`config.mk`:
```
export PLATFORM = sky130hd
export DESIGN_NAME = fifo_push_arbiter
export DESIGN_NICKNAME = d
export VERILOG_FILES = /design/src/rtl/sat_fifo_pkg.sv /design/src/rtl/fifo_push_arbiter_rr_prio_pick.sv /design/src/rtl/fifo_push_arbiter.sv
export SDC_FILE = /design/constraint.sdc
export NUM_CORES = 1
export LEC_CHECK = 0
export BUFFER_PORTS_ARGS = -buffer_cell sky130_fd_sc_hd__buf_2
export CAP_MARGIN = 25
export CORE_MARGIN = 1.5
export CORE_UTILIZATION = 39
export CTS_BUF_LIST = sky130_fd_sc_hd__clkbuf_8
export CTS_CLUSTER_SIZE = 24
export DETAILED_ROUTE_END_ITERATION = 7
export PLACE_DENSITY = 0.85
export SLEW_MARGIN = 20
export SYNTH_ARGS = -nofsm -noshare
export SYNTH_HDL_FRONTEND = slang
export SYNTH_HIERARCHICAL = 1
export SYNTH_SLANG_ARGS = --single-unit
```
`constraint.sdc`:
```
create_clock -name clk -period 2.7 [get_ports clk]
set_input_delay 0.135 -clock clk [delete_from_list [all_inputs] [get_ports clk]]
set_output_delay 0.135 -clock clk [all_outputs]
set_load 0.03 [all_outputs]
```
`src/rtl/sat_fifo_pkg.sv`:
```
// Shared types and constants for the SAT clause-stream FIFO front end.
package sat_fifo_pkg;

    typedef enum logic {
        ARB_IDLE,
        ARB_LOCKED
    } arb_state_e;

    localparam int STALL_CNT_W = 16;

endpackage

```
`src/rtl/fifo_push_arbiter_rr_prio_pick.sv`:
```
// Rotating-priority picker: returns the first asserted request at or after
// base, wrapping modulo N. Purely combinational.
module rr_prio_pick #(
    parameter int N = 4
) (
    input  logic [N-1:0]         req,
    input  logic [$clog2(N)-1:0] base,
    output logic                 any,
    output logic [$clog2(N)-1:0] idx
);

    localparam int IW = $clog2(N);

    logic [IW:0] cand;

    // Walk from the farthest candidate down to base so the nearest hit wins.
    always_comb begin
        any  = 1'b0;
        idx  = '0;
        cand = '0;
        for (int k = N - 1; k >= 0; k--) begin
            cand = {1'b0, base} + (IW + 1)'(k);
            if (cand >= (IW + 1)'(N)) begin
                cand = cand - (IW + 1)'(N);
            end
            if (req[cand[IW-1:0]]) begin
                any = 1'b1;
                idx = cand[IW-1:0];
            end
        end
    end

endmodule

```
`src/rtl/fifo_push_arbiter.sv`:
```
// Burst-aware round-robin arbiter merging N_SRC producers into one sfifo push
// port; each pushed word is tagged with the id of the source it came from.
module fifo_push_arbiter
    import sat_fifo_pkg::*;
#(
    parameter  int N_SRC = 4,
    parameter  int WIDTH = 32,
    localparam int SRC_W = $clog2(N_SRC),
    localparam int OUT_W = SRC_W + WIDTH
) (
    input  logic                   clk,
    input  logic                   rst_n,
    input  logic [N_SRC-1:0]       src_valid,
    input  logic [N_SRC*WIDTH-1:0] src_data,
    input  logic [N_SRC-1:0]       src_last,
    output logic [N_SRC-1:0]       src_ready,
    output logic                   fifo_push,
    output logic [OUT_W-1:0]       fifo_push_data,
    input  logic                   fifo_full,
    input  logic                   flush,
    output logic                   busy,
    output logic [SRC_W-1:0]       owner,
    output logic [STALL_CNT_W-1:0] stall_cnt
);

    arb_state_e       state;
    arb_state_e       state_next;
    logic [SRC_W-1:0] rr_ptr;
    logic [SRC_W-1:0] rr_next;
    logic [SRC_W-1:0] owner_next;
    logic [SRC_W-1:0] gnt;
    logic             grant_valid;
    logic             accept;
    logic             stall_inc;
    logic             pick_any;
    logic [SRC_W-1:0] pick_idx;
    logic [WIDTH-1:0] src_words [N_SRC];

    for (genvar i = 0; i < N_SRC; i++) begin : g_split
        assign src_words[i] = src_data[i*WIDTH +: WIDTH];
    end

    rr_prio_pick #(
        .N (N_SRC)
    ) u_pick (
        .req  (src_valid),
        .base (rr_ptr),
        .any  (pick_any),
        .idx  (pick_idx)
    );

    assign busy = (state == ARB_LOCKED);

    // The grant is recomputed every cycle and never latched, so a full FIFO
    // simply holds everything in place. Outputs are gated by rst_n so the
    // push port is quiet the instant reset asserts.
    always_comb begin
        gnt            = pick_idx;
        grant_valid    = pick_any;
        if (state == ARB_LOCKED) begin
            gnt         = owner;
            grant_valid = src_valid[owner];
        end
        accept         = grant_valid & ~fifo_full & ~flush & rst_n;
        stall_inc      = grant_valid & fifo_full & ~flush;
        fifo_push      = accept;
        src_ready      = accept ? (N_SRC'(1) << gnt) : '0;
        fifo_push_data = {gnt, src_words[gnt]};

        state_next     = state;
        rr_next        = rr_ptr;
        owner_next     = owner;
        if (flush) begin
            state_next = ARB_IDLE;
            rr_next    = '0;
            owner_next = '0;
        end else if (accept) begin
            if (src_last[gnt]) begin
                state_next = ARB_IDLE;
                rr_next    = (gnt == SRC_W'(N_SRC - 1)) ? '0 : gnt + 1'b1;
            end else begin
                state_next = ARB_LOCKED;
                owner_next = gnt;
            end
        end
    end

    always_ff @(posedge clk or negedge rst_n) begin
        if (!rst_n) begin
            state     <= ARB_IDLE;
            rr_ptr    <= '0;
            owner     <= '0;
            stall_cnt <= '0;
        end else begin
            state  <= state_next;
            rr_ptr <= rr_next;
            owner  <= owner_next;
            if (stall_inc && (stall_cnt != '1)) begin
                stall_cnt <= stall_cnt + 1'b1;
            end
        end
    end

endmodule
```
# Word level (Yosys, flattened, before mapping)
# Cells that the tools add are included.
# W data, S select, Z words.
dict set report classes {
  addsub 9
  order_cmp 11
  eq_ne 3
  shift 1
  n_mux 40
  n_bitwise 8
  reduce_logical 5
}
# operator count
set ops {}
lappend ops {{$bmux W32 S2} 1}
lappend ops {{$mux W32} 2}
lappend ops {{$mux W2} 16}
lappend ops {{$lt A2 B3 Y1 const B} 6}
lappend ops {{$add A16 B1 Y16 const B} 1}
lappend ops {{$ne A16 B16 Y1 const B} 1}
lappend ops {{$mux W1} 14}
lappend ops {{$bmux W1 S2} 6}
lappend ops {{$ge A3 B3 Y1 const B} 4}
lappend ops {{$sub A2 B1 Y2 const B} 4}
lappend ops {{$add A2 B2 Y3 const B} 2}
lappend ops {{$and A1 B1 Y1} 5}
lappend ops {{$mux W4} 1}
lappend ops {{$reduce_and A2 Y1} 2}
lappend ops {{$reduce_bool A2 Y1} 2}
lappend ops {{$shl A1 B2 Y4 const A} 1}
lappend ops {{$add A2 B1 Y3 const B} 1}
lappend ops {{$ge A2 B3 Y1 const B} 1}
lappend ops {{$not A2 Y3} 1}
lappend ops {{$add A2 B1 Y2 const B} 1}
lappend ops {{$eq A2 B2 Y1 const B} 1}
lappend ops {{$ne A2 B2 Y1 const B} 1}
lappend ops {{$not A1 Y1} 2}
lappend ops {{$logic_and A1 B1 Y1} 1}
dict set report word_totals {
  regBits 21
}

# Depth between registers and ports, before layout
dict set report depth {
  word_depth 15
  ltp_mapped 10
  mapped_depth_nobuf 9
}

# By module
# The synthesis kept the hierarchy.
# mod instances cells_each area_per_inst_um2 seq_area_each_um2
set modules_own_cells {}
lappend modules_own_cells {fifo_push_arbiter 1 322 2154.6 525.5}
lappend modules_own_cells {rr_prio_pick 1 13 77.6 0.0}

# Worst setup path before layout
# Ideal clock, no wire load.
dict set report synth_timing {
  kind {reg2out}
  start {reg state (netlist: busy)}
  end {out fifo_push_data[22]}
  arrival_ns 2.436
  required_ns 2.565
  path_slack_ns 0.129
  stages_incl_launch_ff 7
  path_cell_list {dfrtp_1 buf_2 mux2i_1 inv_1 clkbuf_1 and3_1 a31oi_1}
}
dict set report synth_between {
  elab_chain_len 5
}
# element line
set synth_rtl {}
lappend synth_rtl {{start: declaration} fifo_push_arbiter.sv:26} ;# arb_state_e state;
lappend synth_rtl {{start signal: assignment} fifo_push_arbiter.sv:95} ;# state <= state_next;
lappend synth_rtl {{$mux W2} fifo_push_arbiter.sv:60} ;# if (state == ARB_LOCKED) begin
lappend synth_rtl {{named net fifo_push_data[33]} fifo_push_arbiter.sv:18} ;# output logic [OUT_W-1:0] fifo_push_data,
lappend synth_rtl {{$not A2 Y3 (implied by the code)} fifo_push_arbiter.sv:68} ;# fifo_push_data = {gnt, src_words[gnt]};
lappend synth_rtl {{$bmux W32 S2} fifo_push_arbiter.sv:68}
lappend synth_rtl {{$mux W32 (implied by the code) (2 in series)} fifo_push_arbiter.sv:68}
lappend synth_rtl {{end: declaration} fifo_push_arbiter.sv:18}
# The timed path passes the listed nets, and every way through them passes these cells. The select of a mux whose other input is x is not followed.

# Worst setup path in the final report
dict set report layout_timing {
  start {reg rr_ptr[1]}
  end {out fifo_push_data[31]}
}
dict set report layout_between {
  elab_chain_len 14
  word_cells_on_any_way 32
  classes_between {add/sub (7); order compare (4); mux (20); bitwise (1)}
}
# element line
set layout_rtl {}
lappend layout_rtl {{start: declaration} fifo_push_arbiter.sv:28} ;# logic [SRC_W-1:0] rr_ptr;
lappend layout_rtl {{start signal: assignment} fifo_push_arbiter.sv:96} ;# rr_ptr <= rr_next;
lappend layout_rtl {{$add A2 B2 Y3} fifo_push_arbiter_rr_prio_pick.sv:22} ;# cand = {1'b0, base} + (IW + 1)'(k);
lappend layout_rtl {{$ge A3 B3 Y1 or $sub A2 B1 Y2 (tied branches)} {fifo_push_arbiter_rr_prio_pick.sv:23, fifo_push_arbiter_rr_prio_pick.sv:24}}
lappend layout_rtl {{$mux W2} fifo_push_arbiter_rr_prio_pick.sv:23} ;# if (cand >= (IW + 1)'(N)) begin
lappend layout_rtl {{$bmux W1 S2} fifo_push_arbiter_rr_prio_pick.sv:26} ;# if (req[cand[IW-1:0]]) begin
lappend layout_rtl {{$mux W1 (implied by the code)} fifo_push_arbiter_rr_prio_pick.sv:26}
lappend layout_rtl {{$mux W2 (3 in series)} fifo_push_arbiter_rr_prio_pick.sv:26}
lappend layout_rtl {{$mux W2 (*)} fifo_push_arbiter_rr_prio_pick.sv:26}
lappend layout_rtl {{named net pick_idx[0]} fifo_push_arbiter.sv:36} ;# logic [SRC_W-1:0] pick_idx;
lappend layout_rtl {{$mux W2 (*)} fifo_push_arbiter.sv:60}
lappend layout_rtl {{$not A2 Y3 (implied by the code) (*)} fifo_push_arbiter.sv:68}
lappend layout_rtl {{$bmux W32 S2 (*)} fifo_push_arbiter.sv:68}
lappend layout_rtl {{$mux W32 (implied by the code) (*) (2 in series)} fifo_push_arbiter.sv:68}
# Mark *: on every way through the listed nets, which the timed path passes. The rest lies on a longest branch. The select of a mux whose other input is x is not followed.

==> impl_metrics.toml <==
[sta]
finClkSkew_ps = 2.11
fin_ws_ps = 249
hold_viol = 0
whs_ps = 234
maxSlewHeadroom = 0.690
rsz0062_at_grt = "no"
final.setup.tns_ps = 0
min_period_ps = 2450
fin_crit_sh = 0.908
finalSetupViolations = 0
maxSlewViolCount = 0
worst_pin_slew_ps = 462
fmax_mhz = 408

[route]
wl_mm = 7.92
firstDrtPassIters = 6
drt-vias-per-instance = 5.18
drc = 0
routedWlPerCell_um = 13.3
vias = 3077
ant_nets = 0
drtIter0Drc = 133

[synth]
netlist-cell-type-count = 34
ys_seq_elements = 21
yosys-top-cells-area = "dfrtp_1 (24%), nand2_1 (22%), and3_1 (11%)"
syn_area_um2 = 2230
synthCells = 335
synth_common_cells = "nand2_1 (133), and3_1 (41), a31oi_1 (33), dfrtp_1 (21), clkbuf_1 (18)"
yosysMostFrequentCell = "nand2_1"
synth_top_area_frac = 0.235
syn_avg_cell_area_um2 = 6.66
syn_nets = 480
yosys_most_used_dff = "dfrtp_1"
synth_top_area_cell = "dfrtp_1"
async_flop_share = 1.00
synth-seq-area-share = 0.235
ys.warnings.count = 6
synth-edff-count = 0

[die]
dieWidth_um = 78.7
io_pins = 198
die-height_um = 78.7
die_area_um2 = 6190
row_count = 27
start_util = 0.405
core_area_um2 = 5510

[worst_setup_path]
crit_slowest_cell = "dfrtp_1"
r2r_start = "rr_ptr[0]"
crit_buf_inv = 2
end_kind = "primary output"
critPathRequiredTime_ps = 2570
cp_cell_sequence = "nand2b_1 > a21oi_1 > a211oi_2 > mux2i_4 > buf_6 > nand2_1 > and3_1 > a31oi_1 > buf_2"
crit_path_max_fanout = 49
rr_worst_depth = 8
slowest_delay_ps = 440
critPathTopFamily = "buffers and inverters"
r2r-end = "busy"
rrSetupSlack_ps = 340
worstPathArrival_ps = 2320
start_kind = "flop"
crit_path_start = "rr_ptr[1]"
crit_type = "flop to primary output"

[clock_tree]
post-cts-setup-buffer-count = 0
numCtsBuffers = 3
root_buffer = "clkbuf_8"
htreeDepth = 1
cts_num_sinks = 21
clk_latency_ps = 260
cts_tree = "yes"
path_clk_slew_ps = 80
cts.path.max_buffers = 2

[placed_design]
place_worst_setup_slack_ps = 335
gp_congestion = 0.849
post_dp_cell_area_um2 = 3340
detailed_place_hpwl_mm = 6.29
port_buffers = 197

[global_route]
grt_usage = 0.246
grt_max_degree = 50
grt-ovfl-total = 0
grt_first_pass_wirelength_mm = 12.5
antenna_found_initial = 1
grt_pass1_vias = 2798

[min_path]
hold_end = "owner[0]"
hold_path_class = "primary input to flop"
min_path_cells = 3
min_from = "flush"

[power]
power.density_nw_per_um2 = 477
p_leak_nw = 1.98
vdd_drop_max_v = 0.000277

[layout]
fillers = 521
nNetsFinal = 668
areaGrowthSynthToFinish_pct = 52.2
drive_above_1_share = 0.423
insertedDiodeCount = 0
design_area_um2 = 3400

[outcome]
outcome = "completed"

[job]
max_cap_viol_count = 0
[logic make-up (layout without fill, tap and decap cells)]
kind of cell,Yosys count,after routing,synth area share
compound gates,39,39,0.114
xor+xnor,12,12,0.0471
fa+ha+maj,5,5,0.0280
buf+inv,25,212,0.0437
flops,21,21,0.235
mux,15,15,0.0695
simple gates,218,218,0.462
[power by group]
| part | switching (mW) | internal (mW) |
|---|---|---|
| clock | 0.109 | 0.103 |
| combinational | 0.633 | 0.361 |
| sequential | 0.0545 | 0.360 |
[worst max-delay path by stage]
stage | end | slack (ps) | depth (start not counted)
finish | fifo_push_data[31] | 250 | 9
global route | fifo_push_data[31] | 70 | 9
CTS | fifo_push_data[31] | 160 | 9
detailed placement | busy | 330 | 8
global placement | busy | 410 | 8
floorplan | fifo_push_data[22] | 130 | 6
[flip-flops by register name, summed over array words and instances (netlist names)]
register   cells
rr_ptr         2
owner          2
busy           1
stall_cnt     16
[routing by layer]
metal / wire length [um] / vias up / track usage
li1: - / 1520 / -
met4: 85 / 2 / 0.0589
met1: 3100 / 1397 / 0.296
met2: 4100 / 147 / 0.450
met5: 10 / - / 0
met3: 619 / 11 / 0.0407
[tightest hold or removal path, delay by kind of cell]
kind	cells	cell delay, ps
buffers and inverters	1	140
AND/OR/NAND/NOR	1	130
multiplexers	1	60
[through the flow]
step	total power, mW	utilization	instances
5_1_grt	1.73	0.617	594
2_1_floorplan	1.06	-	335
3_3_place_gp	1.40	0.606	589
6_report	1.62	0.617	594
3_5_place_dp	1.41	0.606	589
4_1_cts	1.62	0.616	594
[final cells by class]
cell class                 instances  area [um2]  area share
tap                               72        90.1      0.0265
clock buffer                       3        41.3      0.0122
multi-input combinational        289        1630       0.481
inverter                           3        11.3     0.00331
sequential                        21         526       0.155
timing repair buffer             205        1090       0.321
clock inverter                     1        5.00     0.00147
[cells in the final DEF (no fill, tap or decap), types with 3 or more instances in the layout]
master    netlist  routed
nand4_1         8       8
nand2b_1        6       6
xnor2_1        12      12
nor2_1          7       7
buf_2           3     197
nand2_1       133     133
and2_1          5       5
mux2i_1        11       9
a31oi_1        33      33
dfrtp_1        21      21
clkbuf_8        0       3
buf_12          0       3
ha_1            5       5
and3_1         41      41
nand3_1         6       6
mux2_2          3       3
buf_4           0       3
[repair_timing]
action                                 in CTS  in global routing
endpoints found under the hold margin      21                  0
setup endpoints to repair                   0                 12
hold buffers                                1                  0
gates resized for setup                     0                  1
No activity file was read; power rests on OpenSTA's default activity.
